## config.mk

```make
export PLATFORM = sky130hd
export DESIGN_NAME = sync_onehot_decoder
export DESIGN_NICKNAME = d
export VERILOG_FILES = /design/src/rtl/decoder_pkg.sv /design/src/rtl/onehot_dec.sv /design/src/rtl/sync_onehot_decoder.sv
export SDC_FILE = /design/constraint.sdc
export NUM_CORES = 1
export LEC_CHECK = 0
export CAP_MARGIN = 10
export CORE_ASPECT_RATIO = 0.7
export CORE_MARGIN = 2
export CORE_UTILIZATION = 48
export CTS_CLUSTER_DIAMETER = 50
export DETAILED_ROUTE_END_ITERATION = 12
export GPL_TIMING_DRIVEN = 0
export PLACE_DENSITY = 0.77
export SLEW_MARGIN = 25
export SYNTH_ARGS = -nofsm -noshare
export SYNTH_HDL_FRONTEND = slang
export SYNTH_SLANG_ARGS = --single-unit
```

## constraint.sdc

```tcl
create_clock -name clk -period 1.5 [get_ports clk]
set_input_delay 0.3 -clock clk [delete_from_list [all_inputs] [get_ports clk]]
set_output_delay 0.3 -clock clk [all_outputs]
set_load 0.05 [all_outputs]
```

## src/rtl/decoder_pkg.sv

```systemverilog
// Shared encodings for the registered one-hot decoder: output modes and FSM states.
package decoder_pkg;

    typedef enum logic [1:0] {
        MODE_LEVEL   = 2'b00,
        MODE_PULSE   = 2'b01,
        MODE_STICKY  = 2'b10,
        MODE_STRETCH = 2'b11
    } mode_t;

    typedef enum logic {
        ST_IDLE    = 1'b0,
        ST_STRETCH = 1'b1
    } state_t;

endpackage

```

## src/rtl/onehot_dec.sv

```systemverilog
// Combinational binary-to-one-hot decode; in_range is low when the code has no output bit.
module onehot_dec #(
    parameter int IN_W  = 3,
    parameter int OUT_W = 8
) (
    input  logic [IN_W-1:0]  code,
    output logic [OUT_W-1:0] onehot,
    output logic             in_range
);

    always_comb begin
        onehot = '0;
        for (int i = 0; i < OUT_W; i++) begin
            onehot[i] = (code == IN_W'(i));
        end
    end

    // A code lands on exactly one bit when it is below OUT_W, otherwise on none.
    assign in_range = |onehot;

endmodule

```

## src/rtl/sync_onehot_decoder.sv

```systemverilog
// Registered one-hot decoder with valid/ready input and LEVEL/PULSE/STICKY/STRETCH output modes.
// Handshake: a code is taken on any rising edge where in_valid && in_ready; in_ready is low only while stretching.
module sync_onehot_decoder
    import decoder_pkg::*;
#(
    parameter int IN_W     = 3,
    parameter int OUT_W    = 8,
    parameter int HOLD_CYC = 4
) (
    input  logic             clk,
    input  logic             rst_n,
    input  logic             in_valid,
    output logic             in_ready,
    input  logic [IN_W-1:0]  in_code,
    input  logic [1:0]       mode,
    input  logic             clr,
    output logic [OUT_W-1:0] out,
    output logic             out_valid,
    output logic             err,
    output logic             err_flag
);

    localparam int CNT_W = $clog2(HOLD_CYC + 1);
    localparam logic [CNT_W-1:0] HOLD_LOAD = CNT_W'(HOLD_CYC - 1);

    state_t            state;
    state_t            state_nxt;
    mode_t             mode_q;
    mode_t             mode_nxt;
    logic [CNT_W-1:0]  cnt;
    logic [CNT_W-1:0]  cnt_nxt;
    logic [OUT_W-1:0]  base;
    logic [OUT_W-1:0]  out_nxt;
    logic              err_nxt;
    logic              err_flag_nxt;
    logic              accept;
    logic [OUT_W-1:0]  dec_onehot;
    logic              dec_in_range;

    onehot_dec #(
        .IN_W  (IN_W),
        .OUT_W (OUT_W)
    ) u_dec (
        .code     (in_code),
        .onehot   (dec_onehot),
        .in_range (dec_in_range)
    );

    assign in_ready = (state == ST_IDLE);
    assign accept   = in_valid & in_ready;

    always_ff @(posedge clk or negedge rst_n) begin
        if (!rst_n) begin
            state     <= ST_IDLE;
            mode_q    <= MODE_LEVEL;
            cnt       <= '0;
            out       <= '0;
            out_valid <= 1'b0;
            err       <= 1'b0;
            err_flag  <= 1'b0;
        end else begin
            state     <= state_nxt;
            mode_q    <= mode_nxt;
            cnt       <= cnt_nxt;
            out       <= out_nxt;
            out_valid <= accept;
            err       <= err_nxt;
            err_flag  <= err_flag_nxt;
        end
    end

    always_comb begin
        state_nxt    = state;
        mode_nxt     = mode_q;
        cnt_nxt      = cnt;
        base         = out;
        err_flag_nxt = err_flag;
        err_nxt      = 1'b0;

        // Base is what out becomes with no accept this cycle.
        case (state)
            ST_STRETCH: begin
                if (cnt == '0) begin
                    base      = '0;
                    state_nxt = ST_IDLE;
                end else begin
                    cnt_nxt = cnt - CNT_W'(1);
                end
            end
            default: begin
                if (mode_q == MODE_PULSE) begin
                    base = '0;
                end
            end
        endcase

        // Clear wins over the hold, but a same-cycle accept still lands on top of it.
        if (clr) begin
            base         = '0;
            state_nxt    = ST_IDLE;
            cnt_nxt      = '0;
            err_flag_nxt = 1'b0;
        end

        out_nxt = base;

        if (accept) begin
            mode_nxt = mode_t'(mode);
            if (dec_in_range) begin
                case (mode_t'(mode))
                    MODE_STICKY: out_nxt = base | dec_onehot;
                    MODE_STRETCH: begin
                        out_nxt   = dec_onehot;
                        state_nxt = ST_STRETCH;
                        cnt_nxt   = HOLD_LOAD;
                    end
                    default: out_nxt = dec_onehot;
                endcase
            end else begin
                err_nxt      = 1'b1;
                err_flag_nxt = 1'b1;
            end
        end
    end

endmodule
```

# Word level (Yosys, flattened, before mapping)
# Cells that the tools add are included.
# classes
shift	0
reduce_logical	3
add_sub_neg	1
div	0
bitwise_logic	3
order_cmp	0
n_mul	0
eq_ne	10
muxes	24
# ops
op	count
two-way mux 8 bit	7
two-way mux 3 bit	6
equality test 3 bit (second input constant)	4
two-way mux 1 bit	11
OR 8 bit	1
OR reduction 8 bit	1
equality test 3 x 2 -> 1 bit (second input constant)	2
logical NOT 3 bit	2
equality test 2 bit (second input constant)	2
equality test 3 x 1 -> 1 bit (second input constant)	1
subtractor 3 x 1 -> 3 bit (second input constant)	1
equality test 2 x 1 -> 1 bit (second input constant)	1
bitwise AND 1 bit	1
NOT 1 bit	1
# totals
rom_bits	0
latchBits	0
ff_bits	17
wordCells	48
n_memories	0
ramBits	0

# Logic depth before layout (Yosys ltp)
# Gate-level depths: netlist of run 1.
# depth
depth_word	8
mapped_depth	5

# Modules after synthesis
# From an unflattened synthesis of run 1, not the netlist that was laid out.
# hier_totals
hier_cells	65
hier_area_um2	785.8
# modules_own_cells
mod	area_per_inst_um2	cells_per_inst	seq_area_each_um2	n_inst
sync_onehot_decoder	709.4	55	425.4	1
onehot_dec	76.3	10	0.0	1

# Worst setup path after synthesis of run 1
# No wires, ideal clock.
# synth_path
kind	flip-flop to flip-flop
start	reg cnt[0]
end	reg cnt[0]
slack_ns	0.311
path_buffers	0
setup_ns	0.068
stages_incl_launch_ff	6
t_arrival_ns	1.121
synth_period_minus_slack_ns	1.189
cell_sequence	dfrtp_1 -> inv_1 -> ha_1 -> nand2b_4 -> a211o_2 -> nand3_1
# synth_via
elab_chain_cells	7
# synth_rtl
element	line_no	text
start: declaration	sync_onehot_decoder.sv:30	logic [CNT_W-1:0] cnt;
start signal: assignment	sync_onehot_decoder.sv:64	cnt <= cnt_nxt;
subtractor 3 x 1 -> 3 bit / logical NOT 3 bit (equally long branches)	sync_onehot_decoder.sv:87, sync_onehot_decoder.sv:83	
two-way mux 3 bit	sync_onehot_decoder.sv:83	if (cnt == '0) begin
two-way mux 3 bit (*)	sync_onehot_decoder.sv:81	case (state)
two-way mux 3 bit (*)	sync_onehot_decoder.sv:98	if (clr) begin
two-way mux 3 bit	sync_onehot_decoder.sv:110	case (mode_t'(mode))
two-way mux 3 bit	sync_onehot_decoder.sv:109	if (dec_in_range) begin
two-way mux 3 bit (*)	sync_onehot_decoder.sv:107	if (accept) begin
via cnt_nxt[0]	sync_onehot_decoder.sv:31	logic [CNT_W-1:0] cnt_nxt;
# The timed path passes the listed nets; every way through them passes the cells marked *.
# A chain may end at the register's enable or synchronous reset.

# Worst setup path in the final report of run 1
# layout_path
start	reg out[7]
end	out out[7]
# layout_lines
element	line_no	text
start: declaration	sync_onehot_decoder.sv:17	output logic [OUT_W-1:0] out,
start signal: assignment	sync_onehot_decoder.sv:65	out <= out_nxt;
# No word-level cell between the ends.

==> Flow_metrics.wiki, run 1 <==
{| class="wikitable"
! Metric !! Value
|-
| Status || finished clean
|-
| Die W || between 50 and 60 um
|-
| Count of pins on the block boundary || 21
|-
| Number of hold-slack violations in the final timing report || 0
|-
| Post-route setup TNS || 0 ps
|-
| Period Utilization, post-route || 0.970
|-
| Source-to-sink clock delay at the later pin of the worst-skew pair || 290 ps
|-
| Setup fix buffers added after clock tree synthesis || 0
|-
| Remaining max-slew budget at the tightest pin || 0.499
|-
| Fraction of the mapped netlist area in compound gates || 0.197
|-
| CP arrival || roughly 1200 ps
|-
| Crit path max-delay family || buffers and inverters
|-
| Vias per inst || 5.12
|-
| Global routing met2 resource utilization || 0.262
|-
| Total power divided by cell area || about 900 nW/um^2
|-
| Critical path buffer and inverter count || 1
|-
| Final number of max-transition violations || 0
|-
| Overflow left after global routing || 0
|-
| Post-Synthesis Net Count || 96
|-
| Cells after DPL || about 130
|-
| Antenna Nets Post-Route || 0
|-
| Starting utilization of the core area || 0.498
|-
| Vias in the first global route || between 600 and 700
|-
| Slowest cell on the critical path || sky130_fd_sc_hd__dlygate4sd2_1
|-
| Flip-flop and latch count after synthesis || 17
|-
| Wire length of the first global-routing pass || 2720 um
|-
| Number of iterations in the first detailed-routing pass || 3
|-
| Pin count of the biggest net entering global routing || 18
|-
| Floorplan die area || 2260 um^2
|-
| Reported max-cap violation count || 0
|-
| Number of DRC violations after detailed-routing iteration 0 || 12
|-
| Hold buffer count at cts || 0
|-
| Final critical delay including setup and external delays || between 1000 and 1500 ps
|-
| Antenna fix cells || 0
|-
| Endpoint class of the critical path || primary output
|-
| Net switching share of the total power || 0.320
|-
| Setup violation total in the final timing report || 0
|-
| Fill count || 164
|-
| Global routing met1 resource utilization || 0.215
|-
| Global-route track usage on met3 || 0.0806
|-
| Reported net switching power || ~330 uW
|-
| Part of the total power dissipated in combinational logic || 0.280
|-
| Total number of vias || 671
|-
| Synthesis-to-finish area growth || 26.3%
|-
| Routability congestion estimate from global placement || 0.779
|-
| Maximum fanout encountered on the critical timing path || 2
|-
| Ranking of synthesized cells by area || sky130_fd_sc_hd__dfrtp_1, sky130_fd_sc_hd__o21ai_2, sky130_fd_sc_hd__nand2b_4, sky130_fd_sc_hd__nor2b_1, sky130_fd_sc_hd__o22ai_1
|-
| Min-delay worst type || input pin to asynchronous set/reset pin
|-
| Post-detailed-route DRC marker count || 0
|-
| WP data required || 1200 ps
|-
| WL/cell || roughly 13 um
|-
| Detailed-placement wirelength estimate || about 1300 um
|-
| Layer with the highest usage || met2
|-
| Flop pwr share || 0.489
|-
| H-tree levels || 1
|-
| Startpoint-to-endpoint class of the critical path || register to primary output
|-
| Mux contribution to synthesized area || 0.0110
|-
| Clock skew || approximately 1.7 ps
|-
| Final layout net count || approximately 120
|-
| Clock transition at the register clock pins on the worst setup and hold paths after CTS || around 90 ps
|-
| IR drop worst, VDD || 0.000518 V
|-
| Number of core rows || 13
|-
| Total Wirelength || about 1700 um
|-
| FMAX || 0.688 GHz
|-
| Area used by sequential logic in the layout || ~430 um^2
|-
| Number of distinct library cells after synthesis || 29
|-
| Power share of the clock group || 0.231
|-
| Height of the chip || roughly 40 um
|-
| Portion of synthesized cell area occupied by the leading cell type || 0.469
|-
| Post-synthesis share of cell area spent on xor and xnor gates || 0
|-
| # clock sinks || 17
|-
| Leakage component of the power || between 0.5 and 0.6 nW
|-
| Synthesized area per cell || around 11 um^2
|-
| CTS tree || built
|-
| Synth Area in Simple Gates || 0.234
|-
| Floorplan Core Area || approximately 1800 um^2
|-
| Port Buffer Count || 20
|-
| Total routing usage reported by global routing || 0.168
|-
| Dominant combinational cell family by area after synthesis || simple AND/OR/NAND/NOR gates
|-
| Internal || approximately 700 uW
|-
| Summed instance area of the synthesized netlist || 907 um^2
|-
| Worst-margin pin slew || 749 ps
|-
| Total CTS buffers || 3
|-
| Sequential area share after synthesis || 0.469
|-
| Synthesized netlist cell count || 85
|-
| Initial antenna violation count || 0
|-
| Buffer type at the clock tree root || sky130_fd_sc_hd__clkbuf_4
|-
| Share of layout cells above drive strength 1 || 0.229
|-
| Setup repair after global routing missed its margin || no
|-
| Cells traversed along the worst timing path || dlygate4sd2_1
|-
| Biggest area consumer among synthesized cells || sky130_fd_sc_hd__dfrtp_1
|-
| Adder and majority cell fraction of the synthesized area || 0.0276
|-
| Non-filler instance count after layout || 131
|-
| Worst setup SP type || register
|-
| Footprint of the multi-input gates || about 430 um^2
|-
| Core occupancy in the finished layout || 0.629
|-
| Clock buffer depth || 2
|-
| Stage delay of the slowest cell on the critical path || between 500 and 600 ps
|-
| Total of warnings raised by yosys || 0
|}
per-stage QoR:
stage | hold slack [ps] | setup slack [ps] | instance area (um^2) | power, mW
5_1_grt | 499 | 1.94 | 1150 | 1.10
3_3_place_gp | 483 | -195 | 1130 | 0.809
3_5_place_dp | 486 | -195 | 1130 | 0.814
2_1_floorplan | 4.41 | 311 | 907 | 0.717
4_1_cts | 465 | 13.0 | 1140 | 1.05
6_report | 448 | 45.6 | 1150 | 1.03
sequential cells by signal (all words and copies together) (netlist names):
register,cells
out_valid,1
err_flag,1
state,1
err,1
cnt,3
mode_q,2
out,8
layout make-up:
type | count | area share
Timing Repair Buffer | 20 | 0.162
Buffer | 3 | 0.0317
Sequential cell | 17 | 0.371
Clock buffer | 4 | 0.0229
Tap cell | 22 | 0.0240
Inverter | 4 | 0.0131
Multi-Input combinational cell | 61 | 0.376
routing by layer:
metal | share of wire | vias up
met2 | 0.42 | 15
met1 | 0.51 | 308
met5 | 0 | -
met3 | 0.062 | 2
met4 | 0.0041 | 0
li1 | - | 346
cells by family (layout without fill, tap and decap cells):
kind of cell    after synthesis  in the layout
simple gates                 34             34
compound gates               23             23
flops                        17             17
buf+inv                       7             31
fa+ha+maj                     2              2
other cells                   1              1
mux                           1              1
worst reg2reg max path, delay by kind of cell, from the launching register on:
family | cells | cell delay, ps
simple gates | 1 | 100
compound gates | 2 | 400
buf+inv | 1 | 110
flops | 1 | 390
fa+ha+maj | 1 | 230
worst paths after layout:
check / from / to / slack (ps) / depth (start not counted)
setup / recovery: out[7]$_DFF_PN0_ / out[7] / 50 / 1
hold / removal: rst_n / out[6]$_DFF_PN0_ / 450 / 1
setup reg to reg: cnt[0]$_DFF_PN0_ / out[3]$_DFF_PN0_ / 160 / 5
hold reg to reg: err_flag$_DFF_PN0_ / err_flag$_DFF_PN0_ / 500 / 1
max in group asynchronous: rst_n / out[3]$_DFF_PN0_ / 580 / 1
min in group clk: err_flag$_DFF_PN0_ / err_flag$_DFF_PN0_ / 500 / 1
cells in the mapped netlist (all sizes together):
cell	n
nor2b	6
a31o	1
or2	1
ha	2
a311oi	1
nand3	5
nor2	2
dfrtp	17
mux2i	1
buf	3
a21oi	1
nand3b	2
and2b	4
nand2	9
inv	4
conb	1
o21ai	12
nand2b	4
nor3b	1
o22ai	7
a211o	1
layout by cell type, fill, tap and decap left out, types with 2 or more instances in the layout:
cell type,n
sky130_fd_sc_hd__dfrtp_1,17
sky130_fd_sc_hd__nand2_1,9
sky130_fd_sc_hd__o21ai_2,6
sky130_fd_sc_hd__and2b_1,3
sky130_fd_sc_hd__nor2_1,2
sky130_fd_sc_hd__clkbuf_2,2
sky130_fd_sc_hd__clkdlybuf4s15_1,7
sky130_fd_sc_hd__dlygate4sd2_1,2
sky130_fd_sc_hd__nor2b_1,6
sky130_fd_sc_hd__clkbuf_4,3
sky130_fd_sc_hd__nand3b_1,2
sky130_fd_sc_hd__ha_1,2
sky130_fd_sc_hd__o22ai_1,6
sky130_fd_sc_hd__inv_2,2
sky130_fd_sc_hd__clkdlybuf4s50_1,8
sky130_fd_sc_hd__o21ai_1,5
sky130_fd_sc_hd__nand3_1,5
sky130_fd_sc_hd__inv_1,2
sky130_fd_sc_hd__nand2b_4,3
repair_timing:
item                                   CTS  global route
endpoints found under the hold margin    0             0
setup endpoints to repair               12            10
pin swaps                                0             0
resized for setup                       17            12
power by group through the flow:
stage	Combinational (mW)	Clock [mW]	Sequential (mW)
after floorplan	0.158	0	0.559
after global placement	0.295	0	0.514
after detailed placement	0.299	0	0.514
after CTS	0.290	0.252	0.505
after global routing	0.314	0.276	0.509
final	0.289	0.238	0.505
Power figures use the tool's default switching activity.
==> inputs of run 2 (changes only) <==
--- a/config.mk
+++ b/config.mk
@@ -6,7 +6,6 @@
 export NUM_CORES = 1
 export LEC_CHECK = 0
 export CAP_MARGIN = 10
-export CORE_ASPECT_RATIO = 0.7
 export CORE_MARGIN = 2
 export CORE_UTILIZATION = 48
 export CTS_CLUSTER_DIAMETER = 50
==> run 2 against run 1 <==
  * Combinational power is 2% higher
  * First-iteration DRC count stayed put
  * Global-route usage is 4.2 points higher
  * Total power is 1.4% higher
  * Non-clock buffer count stayed put
  * Critical path depth stayed put
  * Sequential power hardly changed
  * Clock power is 3% higher
  * Die area is 0.25% lower
  * Sequential share of layout area is 0.20 points higher
  * Largest power group unchanged
==> Flow_metrics.wiki, run 2 (synthesized netlist as in run 1, its figures left out) <==
{| class="wikitable"
! Metric !! Value
|-
| Status || finished clean
|-
| Final number of max-transition violations || 0
|-
| Stage delay of the slowest cell on the critical path || approximately 520 ps
|-
| Minimum setup slack after placement || -205 ps
|-
| Min-delay worst type || input pin to asynchronous set/reset pin
|-
| Remaining max-slew budget at the tightest pin || 0.490
|-
| WP data required || 1200 ps
|-
| Net switching share of the total power || 0.334
|-
| Internal || 697 uW
|-
| Count of pins on the block boundary || 21
|-
| Endpoint class of the critical path || primary output
|-
| Total routing usage reported by global routing || 0.210
|-
| Source-to-sink clock delay at the later pin of the worst-skew pair || between 200 and 300 ps
|-
| Final hold slack || between 400 and 500 ps
|-
| Most common cell after layout, fill and taps aside || sky130_fd_sc_hd__dfrtp_1
|-
| Die W || between 40 and 50 um
|-
| Post-detailed-route DRC marker count || 0
|-
| # clock sinks || 17
|-
| Setup fix buffers added after clock tree synthesis || 0
|-
| Non-filler instance count after layout || around 130
|-
| Total number of vias || 710
|-
| Worst-margin pin slew || approximately 760 ps
|-
| Setup repair after global routing missed its margin || no
|-
| Final critical delay including setup and external delays || ~1500 ps
|-
| Pin count of the biggest net entering global routing || 18
|-
| Routability congestion estimate from global placement || around 0.8
|-
| Initial antenna violation count || 0
|-
| Cells after DPL || 130
|-
| Total power divided by cell area || around 900 nW/um^2
|-
| Wire length of the first global-routing pass || about 3200 um
|-
| Startpoint-to-endpoint class of the critical path || register to primary output
|-
| Floorplan Core Area || roughly 1700 um^2
|-
| Total Wirelength || between 1500 and 2000 um
|-
| Slowest cell on the critical path || sky130_fd_sc_hd__dlygate4sd2_1
|-
| Total CTS buffers || 3
|-
| Total length of routed met3 wires || between 100 and 150 um
|-
| Uppermost signal routing layer after detailed routing || met4
|-
| Clock buffer depth || 2
|-
| Clock skew || around 3.3 ps
|-
| Height of the chip || approximately 47 um
|-
| Number of core rows || 15
|-
| IR drop worst, VDD || 0.000729 V
|-
| Overflow left after global routing || 0
|-
| Largest register by flop count || out
|-
| Final layout net count || 121
|-
| WL/cell || 14.4 um
|-
| Maximum fanout encountered on the critical timing path || 2
|-
| Crit path max-delay family || buffers and inverters
|-
| Flop pwr share || 0.483
|-
| Number of iterations in the first detailed-routing pass || 4
|-
| Worst setup SP type || register
|-
| Leakage component of the power || about 0.52 nW
|-
| Antenna fix cells || 0
|-
| Setup violation total in the final timing report || 0
|-
| Buffer type at the clock tree root || sky130_fd_sc_hd__clkbuf_4
|-
| Reported net switching power || approximately 350 uW
|-
| Clock transition at the register clock pins on the worst setup and hold paths after CTS || about 100 ps
|-
| H-tree levels || 1
|-
| Leading cell types in the layout, fill and taps excluded || sky130_fd_sc_hd__dfrtp_1, sky130_fd_sc_hd__nand2_1, sky130_fd_sc_hd__clkdlybuf4s50_1
|-
| Cells traversed along the worst timing path || dlygate4sd2_1
|-
| Starting utilization of the core area || 0.520
|-
| Largest register FFs || 8
|-
| Part of the total power dissipated in combinational logic || 0.282
|-
| Number of hold-slack violations in the final timing report || 0
|-
| CP arrival || between 1000 and 1500 ps
|-
| Routed length on met2 || ~950 um
|-
| CTS tree || built
|-
| Min setup slack post-route || around 47 ps
|-
| Period Utilization, post-route || 0.969
|-
| Synthesis-to-finish area growth || 25.7%
|-
| Leading registers by flop count || out: 8 flops, cnt: 3 flops, mode_q: 2 flops
|-
| Detailed-placement wirelength estimate || roughly 1500 um
|-
| Vias in the first global route || a little over 700
|-
| Floorplan die area || around 2300 um^2
|-
| Vias per inst || 5.30
|-
| Share of layout cells above drive strength 1 || 0.257
|-
| Port Buffer Count || 20
|-
| FMAX || 0.688 GHz
|-
| Met1 Routed Length || roughly 850 um
|-
| Number of DRC violations after detailed-routing iteration 0 || 12
|-
| Antenna Nets Post-Route || 0
|-
| Power share of the clock group || 0.235
|-
| Critical path buffer and inverter count || 1
|-
| Reported max-cap violation count || 0
|}
## run 2: cell count changes in the layout (fill, tap and decap cells not counted)
cell | previous run | this run
sky130_fd_sc_hd__clkbuf_1 | 1 | 0
sky130_fd_sc_hd__clkbuf_2 | 2 | 4
sky130_fd_sc_hd__clkdlybuf4s15_1 | 7 | 4
sky130_fd_sc_hd__clkinv_2 | 0 | 1
sky130_fd_sc_hd__dlygate4sd2_1 | 2 | 3
## run 2: layout make-up
type / instances / area, um^2
plain buffers: 3 / 36.3
clock inverters: 1 / 5.00
repair buffers: 20 / 174
flip-flops and latches: 17 / 425
multi-input cells: 61 / 430
well taps: 25 / 31.3
clock buffers: 3 / 22.5
inverters: 4 / 15.0
fillers: 148 / 606
## run 2: final timing paths
path	startpoint	to	slack (ps)	depth (start not counted)
min reg2reg	mode_q[1]$_DFFE_PN0P_	mode_q[1]$_DFFE_PN0P_	550	2
min	rst_n	err$_DFF_PN0_	450	1
min in group clk	mode_q[1]$_DFFE_PN0P_	mode_q[1]$_DFFE_PN0P_	550	2
max reg2reg	cnt[0]$_DFF_PN0_	out[6]$_DFF_PN0_	130	5
max	out[7]$_DFF_PN0_	out[7]	50	1
max in group asynchronous	rst_n	out[4]$_DFF_PN0_	580	1
## run 2: timing repair
item / in CTS / in global routing
endpoints found under the setup margin: 12 / 9
hold buffers: 0 / 0
gates resized for setup: 16 / 14
## run 2: power by group through the flow
stage          registers [mW]  logic, mW  clock network (mW)
3_5_place_dp            0.516      0.304                   0
3_3_place_gp            0.513      0.295                   0
2_1_floorplan           0.559      0.158                   0
4_1_cts                 0.506      0.295               0.253
6_report                0.506      0.295               0.246
5_1_grt                 0.509      0.319               0.277
## run 2: through the flow
stage	utilization	total power, mW	instance area (um^2)	setup TNS [ps]
2_1_floorplan	-	0.717	907	0
3_5_place_dp	0.652	0.820	1140	-353
5_1_grt	0.653	1.11	1140	0
3_3_place_gp	0.652	0.808	1140	-271
4_1_cts	0.657	1.05	1150	0
6_report	0.653	1.05	1140	0
## run 2: metal layers
metal  vias up  global-route usage
li1        346                   -
met1       337               0.266
met2        23               0.335
met3         4              0.0528
met4         0               0.100
met5         -                   0
## run 2: worst register-to-register path, stage by stage, from the launching register on
cell	delay (ps)
sky130_fd_sc_hd__dfrtp_1	410
sky130_fd_sc_hd__inv_1	110
sky130_fd_sc_hd__ha_1	230
sky130_fd_sc_hd__nand2b_4	100
sky130_fd_sc_hd__o22ai_4	260
sky130_fd_sc_hd__o22ai_1	140
==> edit 1 (config.mk and constraints of run 2) <==
`OUT_W` is set to 8 in 2 places; all go to 7.
--- a/src/rtl/onehot_dec.sv
+++ b/src/rtl/onehot_dec.sv
@@ -2,5 +2,5 @@
 module onehot_dec #(
     parameter int IN_W  = 3,
-    parameter int OUT_W = 8
+    parameter int OUT_W = 7
 ) (
     input  logic [IN_W-1:0]  code,
--- a/src/rtl/sync_onehot_decoder.sv
+++ b/src/rtl/sync_onehot_decoder.sv
@@ -5,5 +5,5 @@
 #(
     parameter int IN_W     = 3,
-    parameter int OUT_W    = 8,
+    parameter int OUT_W    = 7,
     parameter int HOLD_CYC = 4
 ) (
Ports: changed (resized out); port bits go from 21 to 20. The function was not compared with the original's and may differ.
==> edit 1 against run 2 <==
Register-to-register slack lost 0.04 ns; setup slack gained 0.0037 ns; routed wire length shrank 26%; final area shrank 13%; synthesized area shrank 21%; power shrank 3.2%; sequential cell count shrank 1; combinational power shrank 17%; critical endpoint is now err_flag; largest power group unchanged.
==> edit 1: results (changes against run 2) <==
{| class="wikitable"
! Metric !! Value
|-
| Status || completed
|-
| Non-clock inverter total of the final layout || 7 (+3)
|-
| Number of buffers inserted by port buffering || 19 (-5.0%)
|-
| DRT iter0 DRCs || 9 (-3)
|-
| Share of final layout cell area taken by clock buffers and inverters || 3.65% (+1.2 points)
|-
| Minimum setup slack after placement || -0.270 ns (-0.0648 ns)
|-
| Number of detailed-route iterations in the first pass || 3 (-1)
|-
| Worst rel slew slack || 52.8% (+3.8 points)
|-
| Maximum number of pins on one net before global-route repair || 17 (-1)
|-
| Number of nets in the finished design || 99 (-18%)
|-
| Netlist cell types || 21 (-28%)
|-
| Max Clock Skew || 0.00820 ns (+0.00485 ns)
|-
| First-pass GRT wire length || 2480 µm (-22%)
|-
| Area share of the largest cell type after synthesis || 55.7% (+8.8 points)
|-
| Ranking of synthesized cells by instance count || sky130_fd_sc_hd__dfrtp_1 (16), sky130_fd_sc_hd__inv_1 (7), sky130_fd_sc_hd__a22o_1 (6)
|-
| Area share of buffers outside the clock network || 18.0% (-0.45 points)
|-
| Clock buf count || 4 (+1)
|-
| Number of instances in the synthesized netlist || 61 (-28%)
|-
| Total of flip-flops plus latches after synthesis || 16 (-1)
|-
| Post-Syn Nets || 72 (-25%)
|-
| Number of buffers outside the clock class in the layout || 22 (-4.3%)
|-
| Instance count after placement with tap cells included || 95 (-27%)
|-
| Share of synthesized area occupied by flip-flops and latches || 55.7% (+8.8 points)
|-
| Gate power share || 24.1% (-4.1 points)
|-
| Number of gates given a new drive strength after cts || 21 (+5)
|-
| Number of fill cells in the layout || 107 (-28%)
|-
| Average wire per standard cell || 14.0 µm (-3.0%)
|-
| Number of combinational gates with multiple inputs || 38 (-38%)
|-
| Layout cell share with drive strength beyond 1 || 29.9% (+4.2 points)
|-
| Post-layout instance count excluding filler cells || 102 (-24%)
|}
edit 1: changes by cell type after synthesis, moves of 5 or more:
cell                      change
sky130_fd_sc_hd__nor2b_1      -6
sky130_fd_sc_hd__o21ai_2      -6
sky130_fd_sc_hd__inv_1        +5
sky130_fd_sc_hd__a22o_1       +6
sky130_fd_sc_hd__o22ai_1      -6
sky130_fd_sc_hd__nand2_1      -6
edit 1: per-layer routing:
| metal | routed length [µm] | vias to the layer above | global-route usage, % |
|---|---|---|---|
| met5 | 0 | - | 0 |
| met4 | 26 | 0 | 11.3 |
| met3 | 83 | 4 | 3.83 |
| met2 | 659 | 16 | 28.8 |
| met1 | 661 | 262 | 22.3 |
| li1 | - | 273 | - |
edit 1: per-stage QoR:
step                      cell area [µm²]  power, W
after global placement                936  0.000707
after floorplan                       727  0.000625
final                                 995   0.00101
after global routing                  995   0.00107
after CTS                             983   0.00100
after detailed placement              936  0.000713
edit 1: path summary, 6_finish.rpt:
kind | startpoint | to | slack, ns | depth (start not counted)
min in group clk | err_flag | err_flag | 0.48 | 1
max reg2reg | state | out[1] | 0.09 | 4
min | rst_n | out[4] | 0.42 | 1
max | err_flag | err_flag | 0.05 | 1
min reg2reg | err_flag | err_flag | 0.48 | 1
max in group asynchronous | rst_n | state | 0.58 | 1
edit 1: cell families (layout without fill, tap and decap cells):
kind of cell | count (synthesis) | after routing | share of synthesized area [%]
compound gates | 17 | 17 | 20.2
xor+xnor | 1 | 1 | 1.22
fa+ha+maj | 2 | 2 | 3.48
buf+inv | 7 | 33 | 3.65
flops | 16 | 16 | 55.7
mux | 3 | 3 | 4.70
simple gates | 15 | 15 | 11.1
==> edit 2 (config.mk and constraints of run 2) <==
Made on the original files. Make the reset (`rst_n`) synchronous in one clocked block.
--- a/src/rtl/sync_onehot_decoder.sv
+++ b/src/rtl/sync_onehot_decoder.sv
@@ -50,5 +50,5 @@
     assign accept   = in_valid & in_ready;
 
-    always_ff @(posedge clk or negedge rst_n) begin
+    always_ff @(posedge clk) begin
         if (!rst_n) begin
             state     <= ST_IDLE;
Formal check against the unedited RTL: differs if rst_n is asserted again (counterexample within 4 cycles, from zero or initial values and one cycle with rst_n low); with rst_n held inactive, the same outputs for 10 cycles.
==> edit 2 against run 2 <==
Synthesized area down 19%; setup slack worse by 0.0088 ns; sequential cell count unchanged; synthesized cell count down 22%; final area down 13%; routed wire length down 29%.
Power is not compared: it rests on default switching activity, and its combinational part moved more than twofold at a synthesized area within 25%.
==> edit 2: results (changes against run 2) <==
{| class="wikitable"
! Metric !! Value
|-
| Status || completed
|-
| Instance count after placement with tap cells included || 102 (-22%)
|-
| Global placer's final weighted congestion || 0.756 (-5.1%)
|-
| Worst hold margin || 0.387 ns (-0.0625 ns)
|-
| Fraction of registers with async set/reset || 0% (-100 points)
|-
| Source of the worst hold timing path || rst_n
|-
| Start of the worst register-to-register path || cnt[0]
|-
| Depth of the most critical reg-to-reg path || 6 (+1)
|-
| Period Utilization, post-route || 97.5% (+0.59 points)
|-
| Maximum number of pins on one net before global-route repair || 11 (-7)
|-
| Fraction of the mapped netlist area in adder cells || 3.41% (+0.65 points)
|-
| Number of clock sinks || 17 (unchanged)
|-
| Global Route met1 Usage || 21.1% (-5.6 points)
|-
| Met3 wire len || 72 µm (-31%)
|-
| Layout cell share with drive strength beyond 1 || 24.2% (-1.5 points)
|-
| Multiplexer area fraction after synthesis || 4.09% (+3.0 points)
|-
| R2r endpoint || out[2]
|-
| Post-Syn Nets || 77 (-20%)
|-
| Flip-flop cell with the highest count after synthesis || sky130_fd_sc_hd__dfxtp_1
|-
| Total vias in the final route || 569 (-20%)
|-
| Post-synthesis compound-gate area fraction || 18.7% (-0.98 points)
|-
| Global-route track usage on met2 || 26.6% (-6.9 points)
|-
| First-pass GRT wire length || 2330 µm (-27%)
|-
| Share of synthesized area occupied by flip-flops and latches || 46.3% (-0.56 points)
|-
| Worst-Skew Late Latency || 0.29 ns (about the same)
|-
| Max Clock Skew || 0.00427 ns (+0.000927 ns)
|-
| Global-route met3 utilization || 5.11% (-0.18 points)
|-
| Number of buffers inserted by port buffering || 20 (unchanged)
|-
| Area contributors post-synth || sky130_fd_sc_hd__dfxtp_1 (46%), sky130_fd_sc_hd__a22o_1 (7.2%), sky130_fd_sc_hd__nor2b_1 (4.3%)
|-
| Netlist cell types || 27 (-6.9%)
|-
| Met1 routed wirelength after detailed routing || 663 µm (-22%)
|-
| Start point of the critical path || out[1]
|-
| Critical Path AT || 1.16 ns
|-
| Inserted Diodes || 0 (unchanged)
|-
| Number of vias per cell after detailed routing || 5.32 (+0.36%)
|-
| Number of detailed-route iterations in the first pass || 3 (-1)
|-
| Minimum setup slack after placement || -0.429 ns (-0.224 ns)
|-
| Kind of cell adding the most delay to the critical path || buffers and inverters
|-
| Number of fill cells in the layout || 129 (-13%)
|-
| Total Routed Length || 1380 µm (-29%)
|-
| Mean instance size in the synthesized netlist || 11.1 µm² (+4.3%)
|-
| Kind of path behind the tightest hold check || in -> reg
|-
| Vias in the first global route || 550 (-22%)
|-
| Final HPWL from detailed placement || 966 µm (-34%)
|-
| Amount of wire on met2 after detailed routing || 591 µm (-38%)
|-
| Ranking of synthesized cells by instance count || sky130_fd_sc_hd__dfxtp_1 (17), sky130_fd_sc_hd__a22o_1 (6), sky130_fd_sc_hd__nor2b_1 (5)
|-
| Number of gates given a new drive strength after cts || 17 (+1)
|-
| Total global routing track utilization || 17.4% (-3.6 points)
|-
| Post-CTS setup buffer count || 1 (+1)
|-
| DRT iter0 DRCs || 1 (-11)
|}
edit 2: area by class of cell:
type,count,area share (%)
clock inverter,1,0.504
sequential,17,34.4
inverter,3,1.13
multi-input combinational,44,36.5
tap,16,2.02
timing repair buffer,21,20.9
buffer,2,2.27
clock buffer,3,2.27
edit 2: worst max-delay path by stage:
| stage | depth (start not counted) | to |
|---|---|---|
| after floorplan | 5 | out[0] |
| after global placement | 4 | out[4] |
| after detailed placement | 4 | out[2] |
| after CTS | 6 | out[2] |
| after global routing | 1 | out[1] |
| final | 1 | out[1] |
edit 2: per-stage QoR:
| step | total power, W | instance area [µm²] | setup TNS [ns] |
|---|---|---|---|
| after floorplan | 0.000571 | 734 | 0 |
| after global placement | 0.000624 | 955 | -3.28 |
| after detailed placement | 0.000626 | 955 | -3.47 |
| after CTS | 0.000857 | 981 | 0 |
| after global routing | 0.000895 | 993 | 0 |
| final | 0.000857 | 993 | 0 |
